`config.mk`:
```
export PLATFORM = sky130hd
export DESIGN_NAME = bloom_sig_gen
export DESIGN_NICKNAME = d
export VERILOG_FILES = /design/src/rtl/bloom_pkg.sv /design/src/rtl/bloom_hash_fold.sv /design/src/rtl/bloom_sig_gen.sv
export SDC_FILE = /design/constraint.sdc
export NUM_CORES = 1
export LEC_CHECK = 0
export BUFFER_PORTS_ARGS = -buffer_cell sky130_fd_sc_hd__buf_2
export CELL_PAD_IN_SITES_DETAIL_PLACEMENT = 1
export CELL_PAD_IN_SITES_GLOBAL_PLACEMENT = 2
export CORE_ASPECT_RATIO = 1.25
export CORE_MARGIN = 1.5
export CORE_UTILIZATION = 35
export DETAILED_ROUTE_END_ITERATION = 8
export MAX_ROUTING_LAYER = met4
export PLACE_DENSITY_LB_ADDON = 0.1
export SETUP_SLACK_MARGIN = 0.4
export SYNTH_ARGS = -nofsm -noshare
export SYNTH_HDL_FRONTEND = slang
export SYNTH_HIERARCHICAL = 1
export SYNTH_SLANG_ARGS = --single-unit
```
`constraint.sdc`:
```
create_clock -name clk -period 3.5 [get_ports clk]
set_clock_uncertainty 0.1 [all_clocks]
set_input_delay 0.7 -clock clk [delete_from_list [all_inputs] [get_ports clk]]
set_output_delay 0.7 -clock clk [all_outputs]
set_load 0.02 [all_outputs]
```
`src/rtl/bloom_pkg.sv`:
```
// Shared types and constants for the bloom filter request front end.
package bloom_pkg;

    typedef enum logic [1:0] {
        IDLE,
        HASH,
        ISSUE,
        RESP
    } state_t;

    localparam logic OP_INSERT = 1'b0;
    localparam logic OP_CHECK  = 1'b1;

    localparam int unsigned ROT_STEP = 5;
    // K is at most 8, so the hash counter never needs more than 3 bits.
    localparam int unsigned J_W = 3;

endpackage

```
`src/rtl/bloom_hash_fold.sv`:
```
// Combinational hash h_j: rotate the key left by (ROT_STEP*j) mod KEY_W,
// then XOR-fold it into IDX_W-bit chunks, with the top chunk zero-padded.
module bloom_hash_fold
    import bloom_pkg::*;
#(
    parameter int unsigned KEY_W = 16,
    parameter int unsigned IDX_W = 3
) (
    input  logic [KEY_W-1:0] key,
    input  logic [J_W-1:0]   j,
    output logic [IDX_W-1:0] h
);

    localparam int unsigned NCH = (KEY_W + IDX_W - 1) / IDX_W;

    int unsigned            amt;
    logic [KEY_W-1:0]       rot;
    logic [NCH*IDX_W-1:0]   padded;

    always_comb begin
        amt    = (ROT_STEP * 32'(j)) % KEY_W;
        // Shifting right by the full KEY_W yields zero, which covers amt == 0.
        rot    = (key << amt) | (key >> (KEY_W - amt));
        padded = '0;
        padded[KEY_W-1:0] = rot;
        h      = '0;
        for (int unsigned c = 0; c < NCH; c++) begin
            h = h ^ padded[c*IDX_W +: IDX_W];
        end
    end

endmodule

```
`src/rtl/bloom_sig_gen.sv`:
```
// Bloom filter request front end: serial K-hash signature build, then a
// two-cycle insert/check command. Optional feature: BLOOM_SIG_CNT_EN adds ins_cnt.
module bloom_sig_gen
    import bloom_pkg::*;
#(
    parameter int unsigned KEY_W = 16,
    parameter int unsigned SIZE  = 8,
    parameter int unsigned K     = 3
) (
    input  logic             clk,
    input  logic             rst,
    input  logic             req_valid,
    output logic             req_ready,
    input  logic [KEY_W-1:0] key_in,
    input  logic             op_in,
    output logic [SIZE-1:0]  sig_out,
    output logic             insert,
    output logic             check,
    input  logic             match_in,
    output logic             done,
    output logic             hit_out
`ifdef BLOOM_SIG_CNT_EN
    ,
    output logic [15:0]      ins_cnt
`endif
);

    localparam int unsigned     IDX_W  = $clog2(SIZE);
    localparam logic [J_W-1:0]  J_LAST = J_W'(K - 1);

    state_t             state, next_state;
    logic [J_W-1:0]     j;
    logic [KEY_W-1:0]   key_q;
    logic               op_q;
    logic [IDX_W-1:0]   h;
    logic               accept;

    assign accept = req_valid & req_ready;

    bloom_hash_fold #(
        .KEY_W (KEY_W),
        .IDX_W (IDX_W)
    ) u_fold (
        .key (key_q),
        .j   (j),
        .h   (h)
    );

    always_comb begin
        next_state = state;
        case (state)
            IDLE:    if (accept)      next_state = HASH;
            HASH:    if (j == J_LAST) next_state = ISSUE;
            ISSUE:   if (j == 3'd1)   next_state = RESP;
            RESP:                     next_state = IDLE;
            default:                  next_state = IDLE;
        endcase
    end

    // Strobes and ready are registered from next_state so they line up with the state.
    always_ff @(posedge clk or posedge rst) begin
        if (rst) begin
            state     <= IDLE;
            j         <= '0;
            key_q     <= '0;
            op_q      <= OP_INSERT;
            sig_out   <= '0;
            req_ready <= 1'b0;
            insert    <= 1'b0;
            check     <= 1'b0;
            done      <= 1'b0;
            hit_out   <= 1'b0;
        end else begin
            state     <= next_state;
            req_ready <= (next_state == IDLE);
            insert    <= (next_state == ISSUE) && (op_q == OP_INSERT);
            check     <= (next_state == ISSUE) && (op_q == OP_CHECK);
            done      <= (next_state == RESP);
            if (next_state == RESP && op_q == OP_CHECK) begin
                hit_out <= match_in;
            end
            case (state)
                IDLE: begin
                    if (accept) begin
                        key_q   <= key_in;
                        op_q    <= op_in;
                        sig_out <= '0;
                        j       <= '0;
                    end
                end
                HASH: begin
                    sig_out <= sig_out | ({{(SIZE-1){1'b0}}, 1'b1} << h);
                    j       <= (j == J_LAST) ? '0 : j + 1'b1;
                end
                // j is reused to count the two ISSUE cycles.
                ISSUE:   j <= j + 1'b1;
                default: j <= '0;
            endcase
        end
    end

`ifdef BLOOM_SIG_CNT_EN
    always_ff @(posedge clk or posedge rst) begin
        if (rst) begin
            ins_cnt <= '0;
        end else if (next_state == RESP && op_q == OP_INSERT && ins_cnt != 16'hFFFF) begin
            ins_cnt <= ins_cnt + 16'd1;
        end
    end
`endif

endmodule

```
Word-level counts from Yosys, hierarchy flattened
Cells that the tools add are included.

operators by class
  $add $sub $neg = 2
  multipliers = 1
  equal/unequal tests = 8
  shift operators = 3
  mux-type cells = 9
  bitwise gates (word level) = 9
  reduce and logical (&&, ||, !) cells = 8

operator list
  cell                   count
  $shr A16 B32 Y16       1
  $or A16 B16 Y16        1
  $pmux W8 S2            1
  $shl A16 B4 Y16        1
  $xor A3 B3 Y3          4
  $pmux W3 S3            1
  $eq A2 B2 Y1 const B   4
  $mux W8                1
  $or A8 B8 Y8           1
  $pmux W2 S4            1
  $shl A1 B3 Y8 const A  1
  $mux W2                3
  $mux W3                2
  $sub A5 B4 Y6 const A  1
  $logic_not A2 Y1       2
  $mul A3 B3 Y4 const A  1
  $reduce_and A2 Y1      2
  $add A3 B1 Y3 const B  1
  $eq A3 B1 Y1 const B   1
  $eq A3 B2 Y1 const B   1
  $logic_and A1 B1 Y1    3
  $xor A3 B1 Y3          1
  $eq A2 B1 Y1 const B   1
  $ne A2 B2 Y1 const B   1
  other kinds (3)        3

storage, ports and cells
  register bits after elaboration = 35
  input port bits = 21
  logic and storage cells = 50

Depth between registers and ports, before layout
Gate-level depths: netlist of the first run.

  word-level depth = 12
  depth in mapped cells = 17

By module
The synthesis of the first run kept the hierarchy.

by module, submodules not included
  module           instances  cells an instance  area each (um^2)
  bloom_hash_fold  1          205                1,819.2
  bloom_sig_gen    1          121                1,519.0

Least setup slack after synthesis of the first run
Ideal clock, no wire load.

  path type = register to register
  start point = reg j[0]
  end point = reg sig_out[1]
  setup time = 0.135 ns
  data arrival time = 3.369 ns
  required time = 3.265 ns
  slack = -0.104 ns
  stages on the path, launching flop included = 16
  path buffers = 3
  period minus slack after synthesis = 3.604 ns
  cell sequence = dfrtp_1 buf_6 buf_6 buf_4 inv_1 ha_1 mux4_2 nand2_1 o21ai_0 o21bai_1 a221o_1 o211ai_1 xnor3_1 nor2b_1 a21oi_1 nor2_1

on the way
  cells in the longest elaborated chain, start to end = 12

RTL lines
  item                         line                   text
  start, declared              bloom_sig_gen.sv:32    logic [J_W-1:0] j;
  start signal, assigned       bloom_sig_gen.sv:93    j <= (j == J_LAST) ? '0 : j + 1'b1;
  start signal, assigned       bloom_sig_gen.sv:96    ISSUE: j <= j + 1'b1;
  $mul A3 B3 Y4 (*)            bloom_hash_fold.sv:21  amt = (ROT_STEP * 32'(j)) % KEY_W;
  $sub A5 B4 Y6                bloom_hash_fold.sv:23  rot = (key << amt) | (key >> (KEY_W - amt));
  $shr A16 B32 Y16             bloom_hash_fold.sv:23
  $or A16 B16 Y16 (*)          bloom_hash_fold.sv:23
  $xor A3 B3 Y3 (4 in series)  bloom_hash_fold.sv:28  h = h ^ padded[c*IDX_W +: IDX_W];
  $xor A3 B1 Y3 (*)            bloom_hash_fold.sv:28
  via h[0]                     bloom_sig_gen.sv:35    logic [IDX_W-1:0] h;
  $shl A1 B3 Y8 (*)            bloom_sig_gen.sv:92    sig_out <= sig_out | ({{(SIZE-1){1'b0}}, 1'b1} << h);
  $or A8 B8 Y8 (*)             bloom_sig_gen.sv:92
  $pmux W8 S2 (*)              bloom_sig_gen.sv:82    case (state)
  end signal, assigned         bloom_sig_gen.sv:92
  end, declared                bloom_sig_gen.sv:16    output logic [SIZE-1:0] sig_out,

Mark *: on every way through the listed nets, which the timed path passes. The rest lies on a longest branch.
A chain may end at the register's enable or synchronous reset.

Worst setup path after layout of the first run
Same ends and word-level chain as after synthesis.

==> metrics.txt, run 1 <==
crit path max-delay cell type mux4_2; layout cells sized above 1 0.448; Post-Synth Simple-Gate Area 0.141; worst min path class reg -> reg; I/O pins 34; Yosys warning total 6; final setup fails 0; wire per inst 20.8 um; FP Rows 39; Yosys reg bits 35; total core area 0.00922 mm2; ANT cells 0; register area share after synthesis 0.262; first-pass GRT wire length 17,500 um; Worst setup EP type flop; Hold Crit Depth 2; Finished Core Util 0.470; synthesis-to-layout area growth 29.8%; reg2reg start j[0]; vias 2,914; Filler Cell Count 1,018; top_reg_cell synth dfrtp_1; Rel. slew slack 0.441; drt first-iter violations 185; drc violations 0; vias per inst 5.75; # hold bufs at CTS 0; Post-Place Setup Slack -50.0 ps; Final period util 0.928; Hold Path Sink sig_out[5]; Crit path depth 13; GRT Residual Overflow 0; Adder-Cell Fraction of Synth Area 0.0337; Post-Place Cells 483; Hold Vio Cnt, Final 0; minimum clock period 3250 ps; pins over their slew limit 0; Post-synth EDFFs 0; non-filler instance count after layout 507; Mapped Area 0.00334 mm2; H-tree depth 2; CP bufs+invs 2; critical path, cell by cell buf_12 -> inv_8 -> ha_4 -> mux4_2 -> nand2_4 -> o21ai_4 -> o21bai_1 -> a221o_1 -> o211ai_1 -> xnor3_2 -> nor2b_4 -> a21oi_2 -> nor2_1; initial antenna violation count 0; unrepaired setup endpoints after global routing yes; Worst R2R Setup Slack 250 ps; CTS tree done; max-cap check violation count 0; largest family of logic cells by synthesized area multiplexers; mux contribution to synthesized area 0.297; HPWL after DPL 7740 um; Worst-path clk slew 60 ps; Compound-Gate Fraction of Synth Area 0.168; Final Worst Setup Slack 252 ps; Syn Nets 356; Syn Inst Count 326; I/O Buffers 33; XOR/XNOR Fraction of Synth Area 0.0469; chip height 112 um; gr usage total 0.226; Root Driver clkbuf_16; gpl congestion 0.861; Crit path arrival time 3290 ps; CTS sink cnt 35; Num CTS Buffers 5; Routed Antenna Nets 0; distinct cell type count after synthesis 66; Setup crit start kind flop; worst slew pin tran 837 ps; CP max stage delay 570 ps; Top Family by Delay on Critical Path compound AO/OA/AOI/OAI gates; Reg2Reg Depth 13; status completed; Total Nets Final 413; largest net degree at the start of global routing 27; Starting Density 0.362; DRT Pass-1 Iters 4; final wirelength 10,500 um; hold_sp sig_out[5]; Worst EP required 3550 ps; critical path class reg -> reg; vias in the first global route 3,217; die width 90.4 um; full die area 0.0101 mm2; asr flop ratio synth 1.00; Crit Reg-Reg Endpoint sig_out[1]; Clock Path Buffers 2; Syn Area/Cell 10.2 um2; crit path max fanout 5; f_max 0.308 GHz; Worst-Skew Late Latency 280 ps
-- layer usage --
metal	global-route usage	part of all wire	vias up
met1	0.266	0.42	1489
met5	-	0	-
met4	0.0963	0.025	0
met2	0.398	0.54	53
li1	-	-	1355
met3	0.0149	0.017	17
-- timing repair --
action / CTS / global route
resized for setup: 25 / 11
buffers inserted: 14 / 0
gates cloned: 2 / 0
setup endpoints to repair: 8 / 8
pin swaps: 6 / 4
-- cells in the final DEF, fill, tap and decap left out, types with 4 or more instances in the layout --
cell       instances
mux2_2            24
a21oi_1           14
nand2_1           22
ha_1               7
mux2i_1           16
inv_1              9
buf_12             7
mux4_2            22
nor2b_1            5
a21oi_2            5
o21ai_0           12
nor3_1             4
o211ai_1           6
buf_2             33
and2_1             4
clkbuf_16          5
nor2_1            25
buf_4             24
dfrtp_1           33
xnor2_1            6
-- metrics by stage --
stage / setup TNS (ps) / area [um2] / hold WS (ps)
after global placement: 0 / 3800 / 377
after floorplan: 0 / 3420 / 357
after detailed placement: -73.2 / 3800 / 386
final: 0 / 4330 / 399
after global routing: 0 / 4330 / 433
after CTS: 0 / 4280 / 399
-- sequential cells by signal, summed over array words and instances, names as in the netlist --
signal and flops:
done 1, j 3, sig_out 8, req_ready 1
op_q 1, insert 1, check 1, hit_out 1
state 2, key_q 16
-- worst reg2reg max path: stages, from the launching register on --
cell and delay, ps:
dfrtp_2 420, buf_12 130, inv_8 30, ha_4 310, mux4_2 570, nand2_4 100
o21ai_4 60, o21bai_1 160, a221o_1 290, o211ai_1 150, xnor3_2 480, nor2b_4 170
a21oi_2 110, nor2_1 50
-- cell usage after synthesis, types with 2 or more instances --
master     count  area [um2]
nand2_1       24        90.1
mux4_1         2        52.6
inv_1         10        37.5
xnor2_1        7        61.3
o211ai_1       6        45.0
o21ai_1        3        15.0
buf_6          5        56.3
nand3_1        3        15.0
buf_4          2        15.0
a21oi_1       18        90.1
nor3b_1        3        22.5
inv_2          2        7.51
xor2_1         2        17.5
o21bai_1       3        22.5
xnor3_1        2        45.0
o2bb2ai_1      3        26.3
nand2b_1       3        18.8
buf_2         10        50.1
mux2i_1       18         180
or2_1          2        12.5
o21a_1         2        15.0
a211oi_1       2        15.0
nor3_1         4        20.0
mux4_2        21         473
o22ai_1        5        31.3
nor2_1        25        93.8
a31oi_1        4        25.0
nand3_2        3        30.0
dfrtp_1       35         876
mux2_2        24         270
or3_1          2        12.5
a221oi_2       2        30.0
a22o_1         2        17.5
ha_1           9         113
o21ai_0       14        70.1
nor2b_1        9        56.3
and2_1         5        31.3
a22oi_1        2        15.0
-- worst max path at each step --
stage          from    endpoint
2_1_floorplan  j[1]  sig_out[1]
3_3_place_gp   j[0]  sig_out[6]
3_5_place_dp   j[0]  sig_out[1]
4_1_cts        j[0]  sig_out[1]
5_1_grt        j[0]  sig_out[1]
6_report       j[0]  sig_out[1]
-- cell type report --
class | count | area, um2 | area share
Clock buffer | 5 | 125 | 0.0289
Sequential cell | 35 | 878 | 0.203
Inverter | 12 | 55.1 | 0.0127
Clock inverter | 3 | 67.6 | 0.0156
Timing Repair Buffer | 68 | 573 | 0.132
Multi-Input combinational cell | 261 | 2480 | 0.572
Tap cell | 123 | 154 | 0.0355
-- cells by family (layout without fill, tap and decap cells) --
kind of cell,Yosys count,after routing
DFF,35,35
and+or+nand+nor,92,92
muxes,66,66
xor gates and xnor gates,13,13
adders and majority gates,9,9
AOI/OAI and AO/OA,81,81
buffers and inverters,30,88
Power of run 1 is left out: the tool's default activity adds up to more than one toggle a clock period on the data nets, which glitch-free logic cannot reach.
==> run 2: changes to the inputs <==
SYNTH_HIERARCHICAL = unset   (was 1)
==> run 2 against run 1 <==
- final cell count grew 18%
- maximum frequency fell by 5.0%
- routed wire length up 25%
- non-clock buffer count up 37
- register-to-register slack lost 170 ps
- final area grew 14%
- critical path depth fell by 2
- synthesized area increased by 12%
- first-iteration DRC count up 5.9%
- die area up 12%
- core utilization grew 0.15 points
- critical path type unchanged
==> metrics.txt, run 2 <==
status completed; largest net degree at the start of global routing 36; I/O pins 34; crit path max fanout 7; Top Registers key_q x16, sig_out x8, j x3; max-cap check violation count 0; highest-count cells in the layout ignoring fill and taps buf_4 (57), dfrtp_1 (34), buf_2 (33); Final period util 0.977; wire per inst 22.0 um; final wirelength 13,200 um; # hold bufs at CTS 0; Post-DP Area 0.00424 mm2; final setup fails 0; register area share after synthesis 0.233; Setup crit start kind flop; distinct cell type count after synthesis 72; Biggest register key_q; I/O Buffers 33; max FFs per register 16; CTS sink cnt 35; Worst setup EP type flop; full die area 0.0114 mm2; minimum clock period 3420 ps; f_max 0.292 GHz; Worst EP required 3580 ps; gr usage total 0.253; ANT cells 0; worst slew pin tran 567 ps; Yosys reg bits 35; Hold Slack 377 ps; initial antenna violation count 0; area leader, netlist dfrtp_1; Crit path arrival time 3500 ps; Root Driver clkbuf_16; Synth top area share 0.233; top cells by area, synth dfrtp_1 (23%), mux2_2 (7.8%), mux2i_1 (7.7%), mux4_1 (4.9%), mux4_2 (4.8%); HPWL after DPL 9830 um; vias in the first global route 3,791; top-count cell post-synth dfrtp_1; chip height 119 um; Routed Antenna Nets 0; Post-synth EDFFs 0; pins over their slew limit 0; Yosys warning total 0; CTS tree done; Clock Path Buffers 2; most common cell after layout, fill and taps aside buf_4; first-pass GRT wire length 21,000 um; Hold Vio Cnt, Final 0; critical path class reg -> reg; drt first-iter violations 196; Design Area, Final 0.00495 mm2; H-tree depth 2; vias 3,562; synthesis-to-layout area growth 32.0%; Total Nets Final 495; worst min path class reg -> reg; GRT Residual Overflow 0; Starting Density 0.357; DRT Pass-1 Iters 4; total core area 0.0105 mm2; Mapped Area 0.00375 mm2; Syn Area/Cell 9.78 um2; Syn Nets 413; drc violations 0; list of most frequent post-synthesis cells dfrtp_1 (35), nand2_1 (33), mux2i_1 (29); unrepaired setup endpoints after global routing yes; Syn Inst Count 384; Worst-path clk slew 50 ps; FP Rows 42; die width 95.6 um; Worst-Skew Late Latency 280 ps; Num CTS Buffers 5; Rel. slew slack 0.621; gpl congestion 0.877; top_reg_cell synth dfrtp_1; layout cells sized above 1 0.452; vias per inst 5.95; asr flop ratio synth 1.00
[run 2: critical path, stage by stage (launching register included)]
cell and delay [ps]:
dfrtp_2 440, buf_4 150, ha_4 340, buf_8 150, mux2_2 330, o21ai_0 160
a2111o_1 250, o221a_2 200, mux2i_1 80, a41oi_2 280, xor3_4 500, o41ai_2 320
[run 2: layer usage]
metal,GRT usage,share of wire,up-vias
li1,-,-,1643
met1,0.308,0.40,1802
met2,0.404,0.51,82
met3,0.0322,0.038,35
met4,0.125,0.049,0
met5,-,0,-
[run 2: path summary, 6_finish.rpt]
check                              to        from  slack, ps  cells after the start
setup / recovery           sig_out[5]        j[0]         80                     11
hold / removal             sig_out[0]  sig_out[0]        380                      2
setup reg to reg           sig_out[5]        j[0]         80                     11
hold reg to reg            sig_out[0]  sig_out[0]        380                      2
max in group asynchronous        j[0]         rst       2530                      3
min in group asynchronous  sig_out[1]         rst        400                      3
[run 2: timing repair]
| item | in CTS | in global routing |
|---|---|---|
| buffers inserted | 12 | 14 |
| setup endpoints to repair | 8 | 8 |
| gates cloned | 1 | 0 |
| pin swaps | 15 | 3 |
| resized for setup | 29 | 40 |
[run 2: cell families after synthesis]
family          count (synthesis)  synth area share
xor+xnor                       14            0.0460
compound gates                100             0.190
simple gates                  115             0.157
fa+ha+maj                       8            0.0267
flops                          35             0.233
buf+inv                        42            0.0943
mux                            70             0.252
[run 2: final cells by class]
type                            count  area [um2]
Timing Repair Buffer              105         817
Inverter                           12        53.8
Clock inverter                      3        67.6
Fill cell                        1193        5560
Multi-Input combinational cell    307        2850
Clock buffer                        5         125
Sequential cell                    35         877
Tap cell                          132         165
[run 2: metrics by stage]
step                       util  TNS (ps)  setup WS (ps)  cells
after floorplan               -         0           27.4    384
after global placement    0.403         0           35.9    564
after detailed placement  0.403     -37.9          -15.4    564
after CTS                 0.441         0            114    585
after global routing      0.471      -134          -45.5    599
final                     0.471         0           80.3    599
Power of run 2 is left out for the same reason.
==> run 3: changes to the inputs <==
CORE_MARGIN = unset   (was 1.5)
CORE_UTILIZATION = 42   (was 35)
CTS_CLUSTER_DIAMETER = 150   (was unset)
clock period = 4.1 ns   (was 3.5 ns; I/O delays follow)
==> run 3 against run 2 <==
- non-clock buffer count is 53 lower
- critical path depth is 1 lower
- register-to-register slack better by 460 ps
- flip-flop and latch count stayed put
- die area is 18% lower
- final cell count is 11% lower
- global-route usage is 2.5 points higher
- critical path type unchanged
- highest routed layer unchanged
==> metrics.txt, run 3 (synthesis results as in run 2) <==
DRT Pass-1 Iters 4; H-tree depth 2; final setup fails 0; Filler Cell Count 1,015; Top Registers key_q x16, sig_out x8, j x3; synthesis-to-layout area growth 9.20%; crit path max fanout 16; HPWL after DPL 8980 um; Worst R2R Setup Slack 540 ps; status completed; setup tns final 0 ps; Worst-Skew Late Latency 290 ps; I/O pins 34; Total Nets Final 442; total core area 0.00870 mm2; Hold Vio Cnt, Final 0; worst slew pin tran 920 ps; vias per inst 6.16; vias 3,290; Starting Density 0.432; post-CTS setup buffer count 0; area of the multi-input gates 0.00262 mm2; max-cap check violation count 0; Crit Reg-Reg Endpoint sig_out[7]; Root Driver clkbuf_8; first-pass GRT wire length 18,900 um; gr usage total 0.277; Biggest register key_q; Rel. slew slack 0.386; reg2reg start j[0]; FP Rows 38; chip height 108 um; register cell area after layout 877 um2; Setup crit start kind flop; Worst EP required 4170 ps; Num CTS Buffers 5; max FFs per register 16; CTS resizes 8; Hold Path Sink sig_out[6]; most common cell after layout, fill and taps aside dfrtp_1; CTS sink cnt 35; ANT cells 0; Worst setup EP type flop; Clock Path Buffers 2; highest-count cells in the layout ignoring fill and taps dfrtp_1 (34), nand2_1 (33), buf_2 (33); initial antenna violation count 0; pins over their slew limit 0; drc violations 0; # hold bufs at CTS 0; I/O Buffers 33; largest net degree at the start of global routing 33; Routed Antenna Nets 0; final wirelength 11,900 um; GRT Residual Overflow 0; Final period util 0.869; unrepaired setup endpoints after global routing yes; Crit path arrival time 3630 ps; die width 86.6 um; Reg2Reg Depth 10; wire per inst 22.3 um; vias in the first global route 3,427; f_max 0.281 GHz; gpl congestion 0.928; Worst-path clk slew 70 ps; drt first-iter violations 255; hold_sp sig_out[6]; full die area 0.00932 mm2; layout cells sized above 1 0.292; critical path class reg -> reg; worst min path class reg -> reg; minimum clock period 3560 ps; CTS tree done; Hold Crit Depth 2
[run 3: changes by cell type in the layout (fill, tap and decap cells not counted), sizes merged]
cell and delta:
clkbuf +3, inv +1, buf -52, bufinv -2, bufbuf -1, clkinvlp -2
[run 3: worst max-delay path by stage]
| stage | cells after the start | start | to |
|---|---|---|---|
| after floorplan | 14 | j[0] | sig_out[1] |
| after global placement | 11 | j[0] | sig_out[3] |
| after detailed placement | 9 | j[0] | sig_out[7] |
| after CTS | 11 | j[0] | sig_out[0] |
| after global routing | 11 | j[2] | sig_out[5] |
| final | 10 | j[0] | sig_out[7] |
[run 3: cell type report]
cell class	instances	area share
repair buffers	52	0.0760
inverters	12	0.0110
well taps	120	0.0366
clock buffers	8	0.0244
multi-input cells	307	0.638
flip-flops and latches	35	0.214
[run 3: through the flow]
| step | hold slack, ps | area, um2 | cells | setup WS [ps] | util |
|---|---|---|---|---|---|
| after CTS | 391 | 4040 | 534 | 402 | 0.464 |
| after global routing | 418 | 4100 | 534 | 391 | 0.471 |
| after detailed placement | 373 | 3910 | 526 | 201 | 0.450 |
| after floorplan | 340 | 3760 | 384 | 481 | - |
| final | 387 | 4100 | 534 | 538 | 0.471 |
| after global placement | 359 | 3910 | 526 | 284 | 0.450 |
[run 3: critical path: stages, from the launching register on]
cell      delay, ps
dfrtp_2         430
inv_1           110
ha_4            420
buf_4           190
mux4_1          390
nor3_1          310
o221ai_1        150
mux2i_1         300
a41oi_2         110
xor3_4          530
o41ai_1         380
[run 3: metal layers]
| layer | up-vias | global-route usage | part of all wire |
|---|---|---|---|
| li1 | 1529 | - | - |
| met1 | 1644 | 0.338 | 0.43 |
| met2 | 81 | 0.455 | 0.48 |
| met3 | 36 | 0.0307 | 0.033 |
| met4 | 0 | 0.139 | 0.051 |
| met5 | - | - | 0 |
Power of run 3 is left out for the same reason.
